<file path="src/rtl/regfile_writeback_queue_pkg.sv">
// Shared types for the register-file writeback queue: default widths and the queued entry format.
// Optional forwarding lookup is enabled elsewhere with the WB_FORWARD_EN macro.
package wb_pkg;

   localparam int WB_ADDR_W = 5;
   localparam int WB_DATA_W = 32;

   localparam logic [WB_ADDR_W-1:0] REG_ZERO = '0;

   typedef struct packed {
      logic [WB_ADDR_W-1:0] rd;
      logic [WB_DATA_W-1:0] data;
   } wb_entry_t;

endpackage

</file>
<file path="src/rtl/regfile_writeback_queue_if.sv">
// Bus between the execute/memory producers, the register-file write port and the queue.
// Forwarding lookup signals exist only when WB_FORWARD_EN is defined.
interface regfile_writeback_queue_if #(
   parameter int DEPTH  = 4,
   parameter int ADDR_W = 5,
   parameter int DATA_W = 32
);

   logic                    alu_valid;
   logic                    alu_ready;
   logic [ADDR_W-1:0]       alu_rd;
   logic [DATA_W-1:0]       alu_data;
   logic                    ld_valid;
   logic                    ld_ready;
   logic [ADDR_W-1:0]       ld_rd;
   logic [DATA_W-1:0]       ld_data;
   logic                    wb_stall;
   logic                    reg_write;
   logic [ADDR_W-1:0]       write_reg;
   logic [DATA_W-1:0]       write_data;
   logic [$clog2(DEPTH):0]  count;
   logic                    busy;
`ifdef WB_FORWARD_EN
   logic [ADDR_W-1:0]       fwd_rs1;
   logic [ADDR_W-1:0]       fwd_rs2;
   logic                    fwd_hit1;
   logic                    fwd_hit2;
   logic [DATA_W-1:0]       fwd_data1;
   logic [DATA_W-1:0]       fwd_data2;
`endif

   modport master (
      output alu_valid, alu_rd, alu_data, ld_valid, ld_rd, ld_data, wb_stall,
      input  alu_ready, ld_ready, reg_write, write_reg, write_data, count, busy
`ifdef WB_FORWARD_EN
      , output fwd_rs1, fwd_rs2
      , input  fwd_hit1, fwd_hit2, fwd_data1, fwd_data2
`endif
   );

   modport slave (
      input  alu_valid, alu_rd, alu_data, ld_valid, ld_rd, ld_data, wb_stall,
      output alu_ready, ld_ready, reg_write, write_reg, write_data, count, busy
`ifdef WB_FORWARD_EN
      , input  fwd_rs1, fwd_rs2
      , output fwd_hit1, fwd_hit2, fwd_data1, fwd_data2
`endif
   );

endinterface

</file>
<file path="src/rtl/regfile_writeback_queue_fifo.sv">
// Generic in-order FIFO of writeback entries with occupancy count and head view.
// With WB_FORWARD_EN defined it also exposes its storage and head pointer for lookups.
module wb_fifo
   import wb_pkg::*;
#(
   parameter int DEPTH = 4
) (
   input  logic                     clk,
   input  logic                     reset_n,
   input  logic                     push,
   input  wb_entry_t                push_entry,
   input  logic                     pop,
   output wb_entry_t                head,
   output logic [$clog2(DEPTH):0]   count,
   output logic                     full,
   output logic                     empty
`ifdef WB_FORWARD_EN
   , output wb_entry_t              entries [DEPTH]
   , output logic [$clog2(DEPTH)-1:0] head_ptr
`endif
);

   localparam int PTR_W = $clog2(DEPTH);
   localparam int CNT_W = PTR_W + 1;

   wb_entry_t        mem [DEPTH];
   logic [PTR_W-1:0] wr_ptr;
   logic [PTR_W-1:0] rd_ptr;
   logic             do_push;
   logic             do_pop;

   assign full    = (count == CNT_W'(DEPTH));
   assign empty   = (count == '0);
   assign do_push = push && !full;
   assign do_pop  = pop && !empty;
   assign head    = mem[rd_ptr];

   // Pointers rely on DEPTH being a power of two so they wrap for free.
   always_ff @(posedge clk or negedge reset_n) begin
      if (!reset_n) begin
         wr_ptr <= '0;
         rd_ptr <= '0;
         count  <= '0;
      end else begin
         if (do_push) wr_ptr <= wr_ptr + PTR_W'(1);
         if (do_pop)  rd_ptr <= rd_ptr + PTR_W'(1);
         if (do_push && !do_pop)      count <= count + CNT_W'(1);
         else if (do_pop && !do_push) count <= count - CNT_W'(1);
      end
   end

   always_ff @(posedge clk) begin
      if (do_push) mem[wr_ptr] <= push_entry;
   end

`ifdef WB_FORWARD_EN
   assign entries  = mem;
   assign head_ptr = rd_ptr;
`endif

endmodule

</file>
<file path="src/rtl/regfile_writeback_queue.sv">
// Writeback queue feeding the register file write port from the ALU and load paths (load wins).
// Define WB_FORWARD_EN to add a two-port youngest-match forwarding lookup over queued entries.
module regfile_writeback_queue
   import wb_pkg::*;
#(
   parameter int DEPTH  = 4,
   parameter int DATA_W = WB_DATA_W,
   parameter int ADDR_W = WB_ADDR_W
) (
   input  logic                    clk,
   input  logic                    reset_n,
   regfile_writeback_queue_if.slave bus
);

   localparam int PTR_W = $clog2(DEPTH);
   localparam int CNT_W = PTR_W + 1;

   if (ADDR_W != WB_ADDR_W || DATA_W != WB_DATA_W) begin : g_width_check
      $error("regfile_writeback_queue widths must match wb_pkg entry layout");
   end

   wb_entry_t         push_entry;
   wb_entry_t         head;
   logic [CNT_W-1:0]  count;
   logic              full;
   logic              empty;
   logic              ld_fire;
   logic              alu_fire;
   logic              push;
   logic              pop;
   logic [ADDR_W-1:0] push_rd;
   logic [DATA_W-1:0] push_data;

   // One push per cycle; a full queue refuses both sources even if it drains this cycle.
   assign bus.ld_ready  = !full;
   assign bus.alu_ready = !full && !bus.ld_valid;
   assign ld_fire       = bus.ld_valid && !full;
   assign alu_fire      = bus.alu_valid && !full && !bus.ld_valid;
   assign push_rd       = ld_fire ? bus.ld_rd   : bus.alu_rd;
   assign push_data     = ld_fire ? bus.ld_data : bus.alu_data;
   assign push_entry    = '{rd: push_rd, data: push_data};
   assign push          = (ld_fire || alu_fire) && (push_rd != REG_ZERO);

   assign pop            = !empty && !bus.wb_stall;
   assign bus.reg_write  = pop;
   assign bus.write_reg  = pop ? head.rd   : '0;
   assign bus.write_data = pop ? head.data : '0;
   assign bus.count      = count;
   assign bus.busy       = !empty;

`ifdef WB_FORWARD_EN
   wb_entry_t        entries [DEPTH];
   logic [PTR_W-1:0] head_ptr;
`endif

   wb_fifo #(.DEPTH(DEPTH)) u_fifo (
      .clk        (clk),
      .reset_n    (reset_n),
      .push       (push),
      .push_entry (push_entry),
      .pop        (pop),
      .head       (head),
      .count      (count),
      .full       (full),
      .empty      (empty)
`ifdef WB_FORWARD_EN
      , .entries  (entries)
      , .head_ptr (head_ptr)
`endif
   );

`ifdef WB_FORWARD_EN
   // Walk oldest to youngest so the last match overwrites earlier ones.
   always_comb begin
      bus.fwd_hit1  = 1'b0;
      bus.fwd_hit2  = 1'b0;
      bus.fwd_data1 = '0;
      bus.fwd_data2 = '0;
      for (int k = 0; k < DEPTH; k++) begin
         if (CNT_W'(k) < count) begin
            if (bus.fwd_rs1 != REG_ZERO && entries[head_ptr + PTR_W'(k)].rd == bus.fwd_rs1) begin
               bus.fwd_hit1  = 1'b1;
               bus.fwd_data1 = entries[head_ptr + PTR_W'(k)].data;
            end
            if (bus.fwd_rs2 != REG_ZERO && entries[head_ptr + PTR_W'(k)].rd == bus.fwd_rs2) begin
               bus.fwd_hit2  = 1'b1;
               bus.fwd_data2 = entries[head_ptr + PTR_W'(k)].data;
            end
         end
      end
   end
`endif

endmodule

</file>
<file path="src/flat_wrapper.sv">
// flat-port wrapper written by rule: the top's interface ports become plain ports
module regfile_writeback_queue_flat import wb_pkg::*;
#(
   parameter int DEPTH  = 4,
   parameter int DATA_W = WB_DATA_W,
   parameter int ADDR_W = WB_ADDR_W
)
  (clk, reset_n, bus_alu_valid, bus_alu_rd, bus_alu_data, bus_ld_valid, bus_ld_rd, bus_ld_data, bus_wb_stall, bus_alu_ready, bus_ld_ready, bus_reg_write, bus_write_reg, bus_write_data, bus_count, bus_busy);
  regfile_writeback_queue_if #(.DEPTH(DEPTH), .ADDR_W(ADDR_W), .DATA_W(DATA_W)) bus_i ();
  input  logic clk;
  input  logic reset_n;
  input wire logic [$bits(bus_i.alu_valid)-1:0] bus_alu_valid;
  input wire logic [$bits(bus_i.alu_rd)-1:0] bus_alu_rd;
  input wire logic [$bits(bus_i.alu_data)-1:0] bus_alu_data;
  input wire logic [$bits(bus_i.ld_valid)-1:0] bus_ld_valid;
  input wire logic [$bits(bus_i.ld_rd)-1:0] bus_ld_rd;
  input wire logic [$bits(bus_i.ld_data)-1:0] bus_ld_data;
  input wire logic [$bits(bus_i.wb_stall)-1:0] bus_wb_stall;
  output wire logic [$bits(bus_i.alu_ready)-1:0] bus_alu_ready;
  output wire logic [$bits(bus_i.ld_ready)-1:0] bus_ld_ready;
  output wire logic [$bits(bus_i.reg_write)-1:0] bus_reg_write;
  output wire logic [$bits(bus_i.write_reg)-1:0] bus_write_reg;
  output wire logic [$bits(bus_i.write_data)-1:0] bus_write_data;
  output wire logic [$bits(bus_i.count)-1:0] bus_count;
  output wire logic [$bits(bus_i.busy)-1:0] bus_busy;
  assign bus_i.alu_valid = bus_alu_valid;
  assign bus_i.alu_rd = bus_alu_rd;
  assign bus_i.alu_data = bus_alu_data;
  assign bus_i.ld_valid = bus_ld_valid;
  assign bus_i.ld_rd = bus_ld_rd;
  assign bus_i.ld_data = bus_ld_data;
  assign bus_i.wb_stall = bus_wb_stall;
  assign bus_alu_ready = bus_i.alu_ready;
  assign bus_ld_ready = bus_i.ld_ready;
  assign bus_reg_write = bus_i.reg_write;
  assign bus_write_reg = bus_i.write_reg;
  assign bus_write_data = bus_i.write_data;
  assign bus_count = bus_i.count;
  assign bus_busy = bus_i.busy;
  regfile_writeback_queue #(.DEPTH(DEPTH), .DATA_W(DATA_W), .ADDR_W(ADDR_W)) u_core (.clk(clk), .reset_n(reset_n), .bus(bus_i));
endmodule
</file>
<file path="config.mk">
export PLATFORM = sky130hd
export DESIGN_NAME = regfile_writeback_queue_flat
export DESIGN_NICKNAME = d
export VERILOG_FILES = /design/src/rtl/regfile_writeback_queue_pkg.sv /design/src/rtl/regfile_writeback_queue_if.sv /design/src/rtl/regfile_writeback_queue_fifo.sv /design/src/rtl/regfile_writeback_queue.sv /design/src/flat_wrapper.sv
export SDC_FILE = /design/constraint.sdc
export NUM_CORES = 1
export LEC_CHECK = 0
export ABC_AREA = 1
export BUFFER_PORTS_ARGS = -buffer_cell sky130_fd_sc_hd__buf_2
export CORE_MARGIN = 2
export CORE_UTILIZATION = 43
export DETAILED_ROUTE_END_ITERATION = 8
export GPL_TIMING_DRIVEN = 0
export PLACE_DENSITY = 0.62
export SYNTH_ARGS = -nofsm -noshare
export SYNTH_HDL_FRONTEND = slang
export SYNTH_HIERARCHICAL = 1
export SYNTH_SLANG_ARGS = --single-unit
</file>
<file path="constraint.sdc">
create_clock -name clk -period 8.1 [get_ports clk]
set_input_delay 1.62 -clock clk [delete_from_list [all_inputs] [get_ports clk]]
set_output_delay 1.62 -clock clk [all_outputs]
set_load 0.03 [all_outputs]
</file>
==> metrics <==
Final Wtd Congestion 0.7849; Detail Route Antenna Nets 0; total grt overflow 0; placed inst area 8254 sq um; max-slew violations 0; Total GRT Usage 18.85%; CP max FO 10; final setup TNS 0 ns; Die W 133.9 um; # port buffers 122; Crit Path Category in2out; share of the synthesized area in the top cell type 61.29%; DR vias/cell 4.787; WL/cell 15.77 um; CTS root buffer clkbuf_16; Clock Skew 0.004397 ns; relative slew slack 48.11%; cell leakage power 3.982 nW; Post-synth top flop edfxtp_1; mean post-synth cell area 11.29 sq um; Fillers 1,398; Initial Util 43.88%; Post-DP HPWL 10,710 um; Total Wirelength 16,090 um; first-pass GRT wire length 25,300 um; Util after Layout 53.44%; crit path DAT 2.94 ns; nets@finish 872; crit path time final 4.558 ns; Placed Instances 988; syn nets 727; 1st-iter DRT viols 287; f_max 219.4 MHz; row cnt 47; Max Root-Sink Buffers 2; Post-synth EDFFs 148; area grow syn2layout 21.79%; non-filler instance count after layout 1,020; Setup Viol. Count Final 0; CTS-repair resized insts 0; post-CTS setup buffer count 0; CP endpoint kind primary output; Syn Inst Count 642; Post-synth ARST share 4.516%; Post-Synth Simple-Gate Area 10.41%; number of global-route vias before repair 4,975; worst hold path type reg2reg; Synth area leaders edfxtp_1, nand2_1, inv_1; initial antenna violation count 0; main combinational cell family by area after synthesis buffers and inverters; vias 4,883; dominant cell type by area after synthesis edfxtp_1; outcome completed; Final Hold Vio Count 0; DRC viols 0; height of the die 133.9 um; Worst-path clk slew 0.06 ns; multiplexer share of the synthesized area 5.487%; Tcrit/Tclk final 56.27%; RSZ-0062 raised after global routing false; number of distinct library cells after synthesis 22; max-cap viol count 0; Yosys warning total 6; pin count of the biggest net entering global routing 27; post-synthesis sequential area ratio 63.71%; htree depth 4; xor and xnor area share after synthesis 0.1208%; Synth Area in Compound Gates 8.628%; Synth top cells by count edfxtp_1, nand2_1, inv_1; Yosys reg bits 155; design area 8831 sq um; IR drop worst, VDD 0.2093 mV; io pins 123; CP startpoint kind input port; Power Density 399.5 nW/um^2; hold_buf cts 0; Diodes inserted 0; Post-Synth Adder-Cell Area 1.139%; CTS Sinks 155; hold_ws 0.5619 ns; Clock Latency Late Sink 0.42 ns; Worst-Margin Slew 0.7765 ns; CTS Buf Count 17; Worst Path Required 6.48 ns; share of layout cells above drive strength 1 28.63%; core area 16,520 sq um; most common cell in the synthesized netlist edfxtp_1; CTS tree done; synthesized cell area 7251 sq um; die area 17,920 sq um; router iterations before antenna repair 4
-- layer usage --
metal	part of all wire (%)	vias to the layer above	track usage (%)	routed length, um
met5	0	-	0	0
met1	43	2305	22.73	6946
met4	1.5	0	6.915	239
met2	50	137	33.39	8108
li1	-	2421	-	-
met3	4.9	20	3.930	796
-- worst paths after layout --
path / start / end / slack [ns] / depth (start not counted)
worst max register to register: u_core/u_fifo/count[0] / u_core/u_fifo/mem[3][15] / 4.87 / 14
min in group asynchronous: reset_n / u_core/u_fifo/wr_ptr[1] / 1.03 / 1
worst min-delay path: u_core/u_fifo/wr_ptr[1] / u_core/u_fifo/wr_ptr[1] / 0.56 / 2
worst max-delay path: bus_wb_stall / bus_write_data[2] / 3.54 / 6
max in group asynchronous: reset_n / u_core/u_fifo/rd_ptr[1] / 6.91 / 1
worst min register to register: u_core/u_fifo/wr_ptr[1] / u_core/u_fifo/wr_ptr[1] / 0.56 / 2
-- report_power, final --
group | total [mW] | internal, mW | switching, mW
sequential | 1.26 | 1.18 | 0.0706
clock | 0.762 | 0.452 | 0.309
combinational | 1.51 | 0.481 | 1.03
-- area by class of cell --
cell class	instances	area [sq um]	area share, %
Sequential cell	155	4619	52.31
Timing Repair Buffer	126	698.2	7.906
Inverter	143	536.8	6.078
Buffer	31	225.2	2.550
Tap cell	220	275.3	3.117
Multi-Input combinational cell	313	1899	21.51
Clock buffer	17	425.4	4.817
Clock inverter	15	151.4	1.714
-- cells by family after synthesis --
logic type | Yosys count
simple gates | 196
buf+inv | 174
flops | 155
compound gates | 78
mux | 32
fa+ha+maj | 6
xor+xnor | 1
-- registers in the layout, summed over array words and instances, names as in the netlist --
| signal | flops |
|---|---|
| u_core/u_fifo/count | 3 |
| u_core/u_fifo/mem | 148 |
| u_core/u_fifo/rd_ptr | 2 |
| u_core/u_fifo/wr_ptr | 2 |
-- worst max-delay path, stage by stage --
cell    delay, ns
buf_2        0.09
nor2_1       0.29
inv_2        0.22
buf_1        0.30
nor2_1       0.18
buf_2        0.22
-- per-stage QoR --
step	setup slack [ns]	power [mW]
floorplan	3.477	2.303
global placement	1.870	2.720
detailed placement	3.535	2.796
CTS	3.520	3.562
global route	3.429	3.752
finish	3.542	3.528
-- cell usage in the layout, fill, tap and decap left out, types with 4 or more instances in the layout --
cell type / n
edfxtp_1: 148
nand2_1: 139
inv_1: 137
buf_2: 128
o211ai_1: 64
nor2_1: 41
mux2_2: 22
clkbuf_16: 17
buf_6: 12
nand3_1: 10
mux2_4: 10
o211ai_2: 10
clkbuf_1: 7
dfrtp_1: 7
inv_2: 6
ha_1: 5
clkinv_4: 4
o21ai_0: 4
nor2_4: 4
(Power assumes the default switching activity.)
